--- config.mk ---
export PLATFORM = sky130hd
export DESIGN_NAME = act_outlier_classifier
export DESIGN_NICKNAME = d
export VERILOG_FILES = /design/src/rtl/pe_pkg.sv /design/src/rtl/outlier_classify.sv /design/src/rtl/act_outlier_classifier.sv
export SDC_FILE = /design/constraint.sdc
export NUM_CORES = 1
export LEC_CHECK = 0
export ABC_AREA = 1
export CAP_MARGIN = 30
export CORE_MARGIN = 8
export CORE_UTILIZATION = 70
export DETAILED_ROUTE_END_ITERATION = 8
export DONT_BUFFER_PORTS = 1
export GPL_ROUTABILITY_DRIVEN = 0
export PLACE_DENSITY = 0.9
export SYNTH_ARGS = -nofsm -noshare
export SYNTH_HDL_FRONTEND = slang
export SYNTH_HIERARCHICAL = 1
export SYNTH_SLANG_ARGS = --single-unit
--- constraint.sdc ---
create_clock -name clk -period 9.3 [get_ports clk]
set_input_delay 2.325 -clock clk [delete_from_list [all_inputs] [get_ports clk]]
set_output_delay 2.325 -clock clk [all_outputs]
set_load 0.02 [all_outputs]
--- src/rtl/pe_pkg.sv ---
// Shared constants and types for the conv2d PE front end.
package pe_pkg;

    localparam int DATA_W = 32;
    localparam logic [DATA_W-1:0] INT_MAX = {1'b0, {(DATA_W-1){1'b1}}};
    localparam logic [DATA_W-1:0] INT_MIN = {1'b1, {(DATA_W-1){1'b0}}};

    typedef enum logic [1:0] {
        ACT_INLIER,
        ACT_OUTLIER,
        ACT_CLAMPED
    } act_class_e;

    typedef enum logic [0:0] {
        IDLE,
        RUN
    } state_e;

endpackage

--- src/rtl/outlier_classify.sv ---
// Combinational per-word classification: magnitude test against the threshold,
// with saturation toward the sign's extreme once the outlier budget is spent.
module outlier_classify
    import pe_pkg::*;
#(
    parameter int DATA_W = pe_pkg::DATA_W
) (
    input  logic signed [DATA_W-1:0] x,
    input  logic        [DATA_W-1:0] thr,
    input  logic                     budget_left,
    output logic signed [DATA_W-1:0] data,
    output act_class_e               cls
);

    logic signed [DATA_W:0] sx;
    logic        [DATA_W:0] mag;

    function automatic logic signed [DATA_W-1:0] saturate(input logic signed [DATA_W-1:0] v);
        return v[DATA_W-1] ? {1'b1, {(DATA_W-1){1'b0}}} : {1'b0, {(DATA_W-1){1'b1}}};
    endfunction

    always_comb begin
        // One extra bit so that the most negative input has a representable magnitude
        sx   = {x[DATA_W-1], x};
        mag  = x[DATA_W-1] ? -sx : sx;
        data = x;
        cls  = ACT_INLIER;
        if (mag > {1'b0, thr}) begin
            if (budget_left) begin
                cls = ACT_OUTLIER;
            end else begin
                cls  = ACT_CLAMPED;
                data = saturate(x);
            end
        end
    end

endmodule

--- src/rtl/act_outlier_classifier.sv ---
// Streams one activation tile, tags outliers against a per-tile latched threshold
// and budget, and reports per-tile outlier/clamp counts when the last word leaves.
module act_outlier_classifier
    import pe_pkg::*;
#(
    parameter int DATA_W   = pe_pkg::DATA_W,
    parameter int TILE_LEN = 27,
    parameter int M_W      = 8,
    parameter int CNT_W    = $clog2(TILE_LEN + 1)
) (
    input  logic              clk,
    input  logic              reset,
    input  logic              clear,
    input  logic [DATA_W-1:0] cfg_threshold,
    input  logic [M_W-1:0]    cfg_m,
    input  logic              in_valid,
    output logic              in_ready,
    input  logic [DATA_W-1:0] in_data,
    output logic              out_valid,
    input  logic              out_ready,
    output logic [DATA_W-1:0] out_data,
    output logic              out_outlier,
    output logic              out_clamped,
    output logic              out_last,
    output logic              tile_done,
    output logic [CNT_W-1:0]  tile_outliers,
    output logic [CNT_W-1:0]  tile_clamped
);

    localparam int CMP_W = (M_W > CNT_W) ? M_W : CNT_W;

    state_e                   state_q, state_d;
    logic [CNT_W-1:0]         idx_q, idx_d, ocnt_q, ocnt_d, ccnt_q, ccnt_d;
    logic [CNT_W-1:0]         fin_out_q, fin_out_d, fin_clp_q, fin_clp_d;
    logic [CNT_W-1:0]         tile_outliers_q, tile_outliers_d, tile_clamped_q, tile_clamped_d;
    logic [DATA_W-1:0]        thr_q, thr_d, out_data_q, out_data_d;
    logic [M_W-1:0]           m_q, m_d;
    logic                     out_valid_q, out_valid_d, out_outlier_q, out_outlier_d;
    logic                     out_clamped_q, out_clamped_d, out_last_q, out_last_d;
    logic                     tile_done_q, tile_done_d;

    logic                     accept, is_last, budget_left, is_outlier, is_clamped;
    logic [DATA_W-1:0]        thr_eff;
    logic [M_W-1:0]           m_eff;
    logic [CMP_W-1:0]         ocnt_ext, m_ext;
    logic [CNT_W-1:0]         ocnt_nxt, ccnt_nxt;
    logic signed [DATA_W-1:0] cls_data;
    act_class_e               cls;

    assign in_ready = !clear && (!out_valid_q || out_ready);
    assign accept   = in_valid && in_ready;
    assign is_last  = (idx_q == CNT_W'(TILE_LEN - 1));

    // The first word of a tile sees the live config; later words see the latched copy
    assign thr_eff     = (state_q == IDLE) ? cfg_threshold : thr_q;
    assign m_eff       = (state_q == IDLE) ? cfg_m : m_q;
    assign ocnt_ext    = CMP_W'(ocnt_q);
    assign m_ext       = CMP_W'(m_eff);
    assign budget_left = (ocnt_ext < m_ext);

    outlier_classify #(.DATA_W(DATA_W)) u_classify (
        .x           (in_data),
        .thr         (thr_eff),
        .budget_left (budget_left),
        .data        (cls_data),
        .cls         (cls)
    );

    assign is_outlier = (cls == ACT_OUTLIER);
    assign is_clamped = (cls == ACT_CLAMPED);
    assign ocnt_nxt   = ocnt_q + CNT_W'(is_outlier);
    assign ccnt_nxt   = ccnt_q + CNT_W'(is_clamped);

    always_comb begin
        state_d       = state_q;
        idx_d         = idx_q;
        ocnt_d        = ocnt_q;
        ccnt_d        = ccnt_q;
        thr_d         = thr_q;
        m_d           = m_q;
        fin_out_d     = fin_out_q;
        fin_clp_d     = fin_clp_q;
        out_valid_d   = out_valid_q;
        out_data_d    = out_data_q;
        out_outlier_d = out_outlier_q;
        out_clamped_d = out_clamped_q;
        out_last_d    = out_last_q;
        // Counts of the finishing tile are parked in fin_* until its last word is taken
        tile_done_d     = out_valid_q && out_ready && out_last_q;
        tile_outliers_d = tile_done_d ? fin_out_q : tile_outliers_q;
        tile_clamped_d  = tile_done_d ? fin_clp_q : tile_clamped_q;
        if (clear) begin
            state_d     = IDLE;
            idx_d       = '0;
            ocnt_d      = '0;
            ccnt_d      = '0;
            out_valid_d = 1'b0;
        end else begin
            if (out_ready) out_valid_d = 1'b0;
            if (accept) begin
                out_valid_d   = 1'b1;
                out_data_d    = cls_data;
                out_outlier_d = is_outlier;
                out_clamped_d = is_clamped;
                out_last_d    = is_last;
                if (state_q == IDLE) begin
                    thr_d = cfg_threshold;
                    m_d   = cfg_m;
                end
                if (is_last) begin
                    state_d   = IDLE;
                    idx_d     = '0;
                    ocnt_d    = '0;
                    ccnt_d    = '0;
                    fin_out_d = ocnt_nxt;
                    fin_clp_d = ccnt_nxt;
                end else begin
                    state_d = RUN;
                    idx_d   = idx_q + CNT_W'(1);
                    ocnt_d  = ocnt_nxt;
                    ccnt_d  = ccnt_nxt;
                end
            end
        end
    end

    always_ff @(posedge clk or negedge reset) begin
        if (!reset) begin
            state_q         <= IDLE;
            idx_q           <= '0;
            ocnt_q          <= '0;
            ccnt_q          <= '0;
            thr_q           <= '0;
            m_q             <= '0;
            fin_out_q       <= '0;
            fin_clp_q       <= '0;
            out_valid_q     <= 1'b0;
            out_data_q      <= '0;
            out_outlier_q   <= 1'b0;
            out_clamped_q   <= 1'b0;
            out_last_q      <= 1'b0;
            tile_done_q     <= 1'b0;
            tile_outliers_q <= '0;
            tile_clamped_q  <= '0;
        end else begin
            state_q         <= state_d;
            idx_q           <= idx_d;
            ocnt_q          <= ocnt_d;
            ccnt_q          <= ccnt_d;
            thr_q           <= thr_d;
            m_q             <= m_d;
            fin_out_q       <= fin_out_d;
            fin_clp_q       <= fin_clp_d;
            out_valid_q     <= out_valid_d;
            out_data_q      <= out_data_d;
            out_outlier_q   <= out_outlier_d;
            out_clamped_q   <= out_clamped_d;
            out_last_q      <= out_last_d;
            tile_done_q     <= tile_done_d;
            tile_outliers_q <= tile_outliers_d;
            tile_clamped_q  <= tile_clamped_d;
        end
    end

    assign out_valid     = out_valid_q;
    assign out_data      = out_data_q;
    assign out_outlier   = out_outlier_q;
    assign out_clamped   = out_clamped_q;
    assign out_last      = out_last_q;
    assign tile_done     = tile_done_q;
    assign tile_outliers = tile_outliers_q;
    assign tile_clamped  = tile_clamped_q;

endmodule

==> run summary <==
The logs give 18,400 microns for the detailed-route wire length and 0.155 GHz for the highest clock rate. The count of yosys warnings during synthesis is 6. The die is 120 microns wide.

Across the run, the number of max-cap violations was 0. STA puts the critical path data required time at 9.66 ns. Once detail routing completed, the nets flagged for antenna violations numbered 0. In this run the number of H-tree levels came out at 4. The share of final-layout standard cells stronger than drive strength 1 is 0.0470, and the smallest hold slack is 0.496 ns. The layout has 836 filler cells. By instance count, the cell type seen most on the critical path is sky130_fd_sc_hd__nand2_1. The logs give 6,482 for the via count of the first global-routing pass and 0.00810 sq mm for the final design area excluding fillers.

Along the worst path, the maximum fanout reaches 33. After clock tree synthesis, the clock-pin slew on the worst setup and hold paths is 0.06 ns. For the pin with the worst max-slew slack, the measured transition is 0.971 ns.

For this design the top-level I/O count stands at 125. The standard cell area after detailed placement was 0.00745 sq mm; the buffer and inverter count on the worst path was 3. In this run the most critical hold path is launched from m_q[1]$_DFFE_PN0P_. Dividing total power by cell area gives a power density of 208 mW/mm^2.

The vertical die dimension works out to 120 microns. The clock latency of the later-clocked register in the worst-skew pair came out at 0.52 ns. The logs give 2 for the maximum clock path buffer count and 0 for the DRC violation count after routing. Capturing point of the worst reg2reg path: fin_out_q[4]$_DFFE_PN0P_. The number of iterations in the first detailed-routing pass is 7. The number of nets handed over by synthesis was 1,201. Port buffering added 0 buffers.

The die outline area was 0.0144 sq mm. The tree is rooted in a sky130_fd_sc_hd__clkbuf_8. The path with the worst hold slack has its endpoint at m_q[1]$_DFFE_PN0P_. Family with the most delay on the worst path: simple AND/OR/NAND/NOR gates. Met3 global-route usage: 0.0844.

The largest individual stage delay along the critical path comes from the cell sky130_fd_sc_hd__nand2_2. The tools report the largest net degree at the start of global routing as 116. The run gives 0 as the number of setup violations in the final report. Fraction of power consumed by sequential logic: 0.410. TritonCTS built the clock tree.

In this design, the stage delay of the slowest critical-path cell is 0.51 ns. The worst setup path is of the in -> reg kind. The clock net in this run drives a total of 113 sinks. The core area is 0.0107 sq mm, and the antenna cell count is 0. The relative area change from synthesis to final layout was 6.54%. The logs give 0 ns for the total negative slack and 0.258 for the total routing usage reported by global routing.

The tools report the met2 track demand over resource in global routing as 0.466. For the number of pins with negative max-slew slack in the final report, the log shows 0. The hold violation total from the final report was 0.

The first global-routing pass estimated 30,300 microns of wire. The logs give 0.757 for the final core utilization and 1,204 for the number of standard cells in the final layout excluding fillers. After clock tree synthesis, the flow added hold-fix buffers numbering 0.

VDD sags by at most 0.202 mV. Across the routed clock network, the largest skew measured is 0.0105 ns. The run gives 4.35 nW as the cell leakage power. Setup repair after global routing left no endpoint under its margin. The sequential element share of the synthesized area was 0.372; the switching part of the total was 0.320.

The design draws 1.68 mW. Using the TritonRoute via totals, the vias-per-cell ratio works out to 5.56. After synthesis, the netlist uses 37 different library cells.

For the initial antenna violation count, the log shows 0. The tools report the worst slack after detailed placement as 2.40 ns. STA classifies the critical path endpoint as a register.

The net switching power of the design was 0.537 mW. Averaged over all synthesized cells, the footprint is 7.03 sq um. The flip-flop and latch count after synthesis came out at 113.

Once the clock tree was built, the resizer swapped 0 gates to a different size. Detailed placement finished with a half-perimeter wire length of 13,100 microns. The clock group share of total power came out at 0.402. The flow ran to the end, and the final reports show no timing, DRC or antenna violations. Counting I/O delays and the setup requirement, the final critical path takes 6.47 ns. The mapped cell area is 0.00760 sq mm. The count of routing violations after the opening detailed-route iteration is 588, and the depth of the worst register-to-register path is 22.

The combinational power share was 0.188; the average detailed-routed wire length per instance was 15.3 microns. The class of the most critical hold timing path was reg -> reg. The worst setup path is launched from an input pin. In this run the critical register-to-register path is launched from state_q$_DFFE_PN0P_. The worst register-to-register path has a setup slack of 4.49 ns.

The ratio of final minimum period to clock period is 0.696, and the cell count after synthesis is 1,081. Number of core rows: 38. The most utilized layer in the global route result is met2. Data arrives at the worst endpoint at 6.83 ns.

The logs give 0.350 for the worst slew margin relative to its limit and 0.710 for the starting density of the core. The total instance count after detailed placement is 1,171. Across all setup checks in the final design, the least slack found is 2.83 ns. Number of cells on the worst hold path: 2. The routed layout has 6,693 vias. After the last flow step, the layout net total stands at 1,171. Buffers added to address setup during post-CTS repair amount to 0. Internal portion of total power: 1.14 mW.

In this run, CTS created clock tree buffers numbering 17. The tools report the met1 usage in global routing as 0.276. The most critical setup path has its startpoint at in_data[1]. The total grt overflow came out at 0.
[state kept, by name (all words and copies together) (netlist names), 5 cells and up]
name / cells
idx_q: 5
tile_outliers: 5
tile_clamped: 5
out_data: 32
thr_q: 32
ccnt_q: 5
fin_clp_q: 5
ocnt_q: 5
fin_out_q: 5
m_q: 8
[power groups by stage]
stage                     Combinational [mW]  Clock (mW)  Sequential (mW)
final                                  0.317       0.675            0.689
after global routing                   0.368       0.705            0.699
after CTS                              0.315       0.682            0.691
after detailed placement               0.311           0            0.697
after global placement                 0.298           0            0.694
after floorplan                        0.272           0            0.679
[cells by family after synthesis]
| logic type | count (synthesis) | share of synthesized area |
|---|---|---|
| AO/OA/AOI/OAI | 172 | 0.116 |
| XOR/XNOR | 32 | 0.0369 |
| adder cells (fa/ha/maj) | 43 | 0.0708 |
| buffers and inverters | 200 | 0.118 |
| flip-flops | 113 | 0.372 |
| multiplexers | 4 | 0.00527 |
| AND/OR/NAND/NOR | 517 | 0.281 |
[layer usage]
layer,vias to the layer above,share of wire
met4,0,0.024
li1,3359,-
met2,247,0.52
met5,-,0
met1,3044,0.38
met3,43,0.076
[synthesized netlist by cell type]
library cell / n / area, sq um
sky130_fd_sc_hd__clkbuf_2: 1 / 5.00
sky130_fd_sc_hd__nor3b_2: 2 / 25.0
sky130_fd_sc_hd__a21oi_1: 21 / 105
sky130_fd_sc_hd__buf_4: 4 / 30.0
sky130_fd_sc_hd__o211ai_1: 3 / 22.5
sky130_fd_sc_hd__buf_2: 16 / 80.1
sky130_fd_sc_hd__nand3_1: 76 / 380
sky130_fd_sc_hd__o21ai_1: 35 / 175
sky130_fd_sc_hd__nand3b_1: 1 / 7.51
sky130_fd_sc_hd__dfrtp_1: 113 / 2830
sky130_fd_sc_hd__o21ai_0: 108 / 541
sky130_fd_sc_hd__nor3b_1: 1 / 7.51
sky130_fd_sc_hd__o21a_1: 1 / 7.51
sky130_fd_sc_hd__nand4_1: 8 / 50.1
sky130_fd_sc_hd__inv_4: 2 / 12.5
sky130_fd_sc_hd__a31oi_1: 1 / 6.26
sky130_fd_sc_hd__xnor2_1: 1 / 8.76
sky130_fd_sc_hd__a21o_1: 1 / 7.51
sky130_fd_sc_hd__inv_2: 2 / 7.51
sky130_fd_sc_hd__nand4_2: 1 / 12.5
sky130_fd_sc_hd__mux2i_1: 4 / 40.0
sky130_fd_sc_hd__xor2_1: 31 / 272
sky130_fd_sc_hd__nand2_4: 1 / 11.3
sky130_fd_sc_hd__ha_1: 43 / 538
sky130_fd_sc_hd__o22ai_1: 1 / 6.26
sky130_fd_sc_hd__buf_6: 14 / 158
sky130_fd_sc_hd__nand2_1: 363 / 1360
sky130_fd_sc_hd__clkbuf_1: 16 / 60.1
sky130_fd_sc_hd__inv_1: 144 / 541
sky130_fd_sc_hd__nand2_2: 4 / 25.0
sky130_fd_sc_hd__nor4_1: 1 / 6.26
sky130_fd_sc_hd__nor3_1: 8 / 40.0
sky130_fd_sc_hd__clkinv_1: 1 / 3.75
sky130_fd_sc_hd__nor2_2: 4 / 25.0
sky130_fd_sc_hd__nor2_4: 1 / 11.3
sky130_fd_sc_hd__nor2_1: 46 / 173
sky130_fd_sc_hd__o21ai_2: 1 / 8.76
[layout make-up]
| class | instances | area (sq um) | share of cell area |
|---|---|---|---|
| inverters | 149 | 564 | 0.0697 |
| multi-input cells | 768 | 3870 | 0.479 |
| repair buffers | 2 | 35.0 | 0.00433 |
| flip-flops and latches | 113 | 2830 | 0.349 |
| well taps | 140 | 175 | 0.0216 |
| clock inverters | 10 | 156 | 0.0193 |
| clock buffers | 22 | 463 | 0.0572 |
[cells in the final DEF (no fill, tap or decap), drive strengths merged, types with 2 or more instances in the layout]
cell type	n
nand2	368
inv	148
o21ai	144
dfrtp	113
nand3	76
nor2	51
ha	43
xor2	31
clkbuf	22
a21oi	21
nand4	9
nor3	8
clkinv	6
mux2i	4
bufinv	4
o211ai	3
nor3b	3
buf	2
[how the worst max path moves through the flow]
stage / endpoint / slack (ns) / cells after the start
after global routing: fin_out_q[4]$_DFFE_PN0P_ / 2.34 / 30
final: fin_out_q[4]$_DFFE_PN0P_ / 2.83 / 30
after detailed placement: fin_out_q[4]$_DFFE_PN0P_ / 2.40 / 30
after CTS: fin_out_q[4]$_DFFE_PN0P_ / 2.90 / 30
after global placement: fin_out_q[4]$_DFFE_PN0P_ / 2.62 / 30
after floorplan: ocnt_q[4]$_DFFE_PN0P_ / 3.65 / 31
[tightest hold or removal path, delay by kind of cell, from the launching register on]
kind / cells / cell delay (ns)
compound gates: 1 / 0.06
simple gates: 1 / 0.05
flops: 1 / 0.34
No activity file was read; power rests on OpenSTA's default activity.
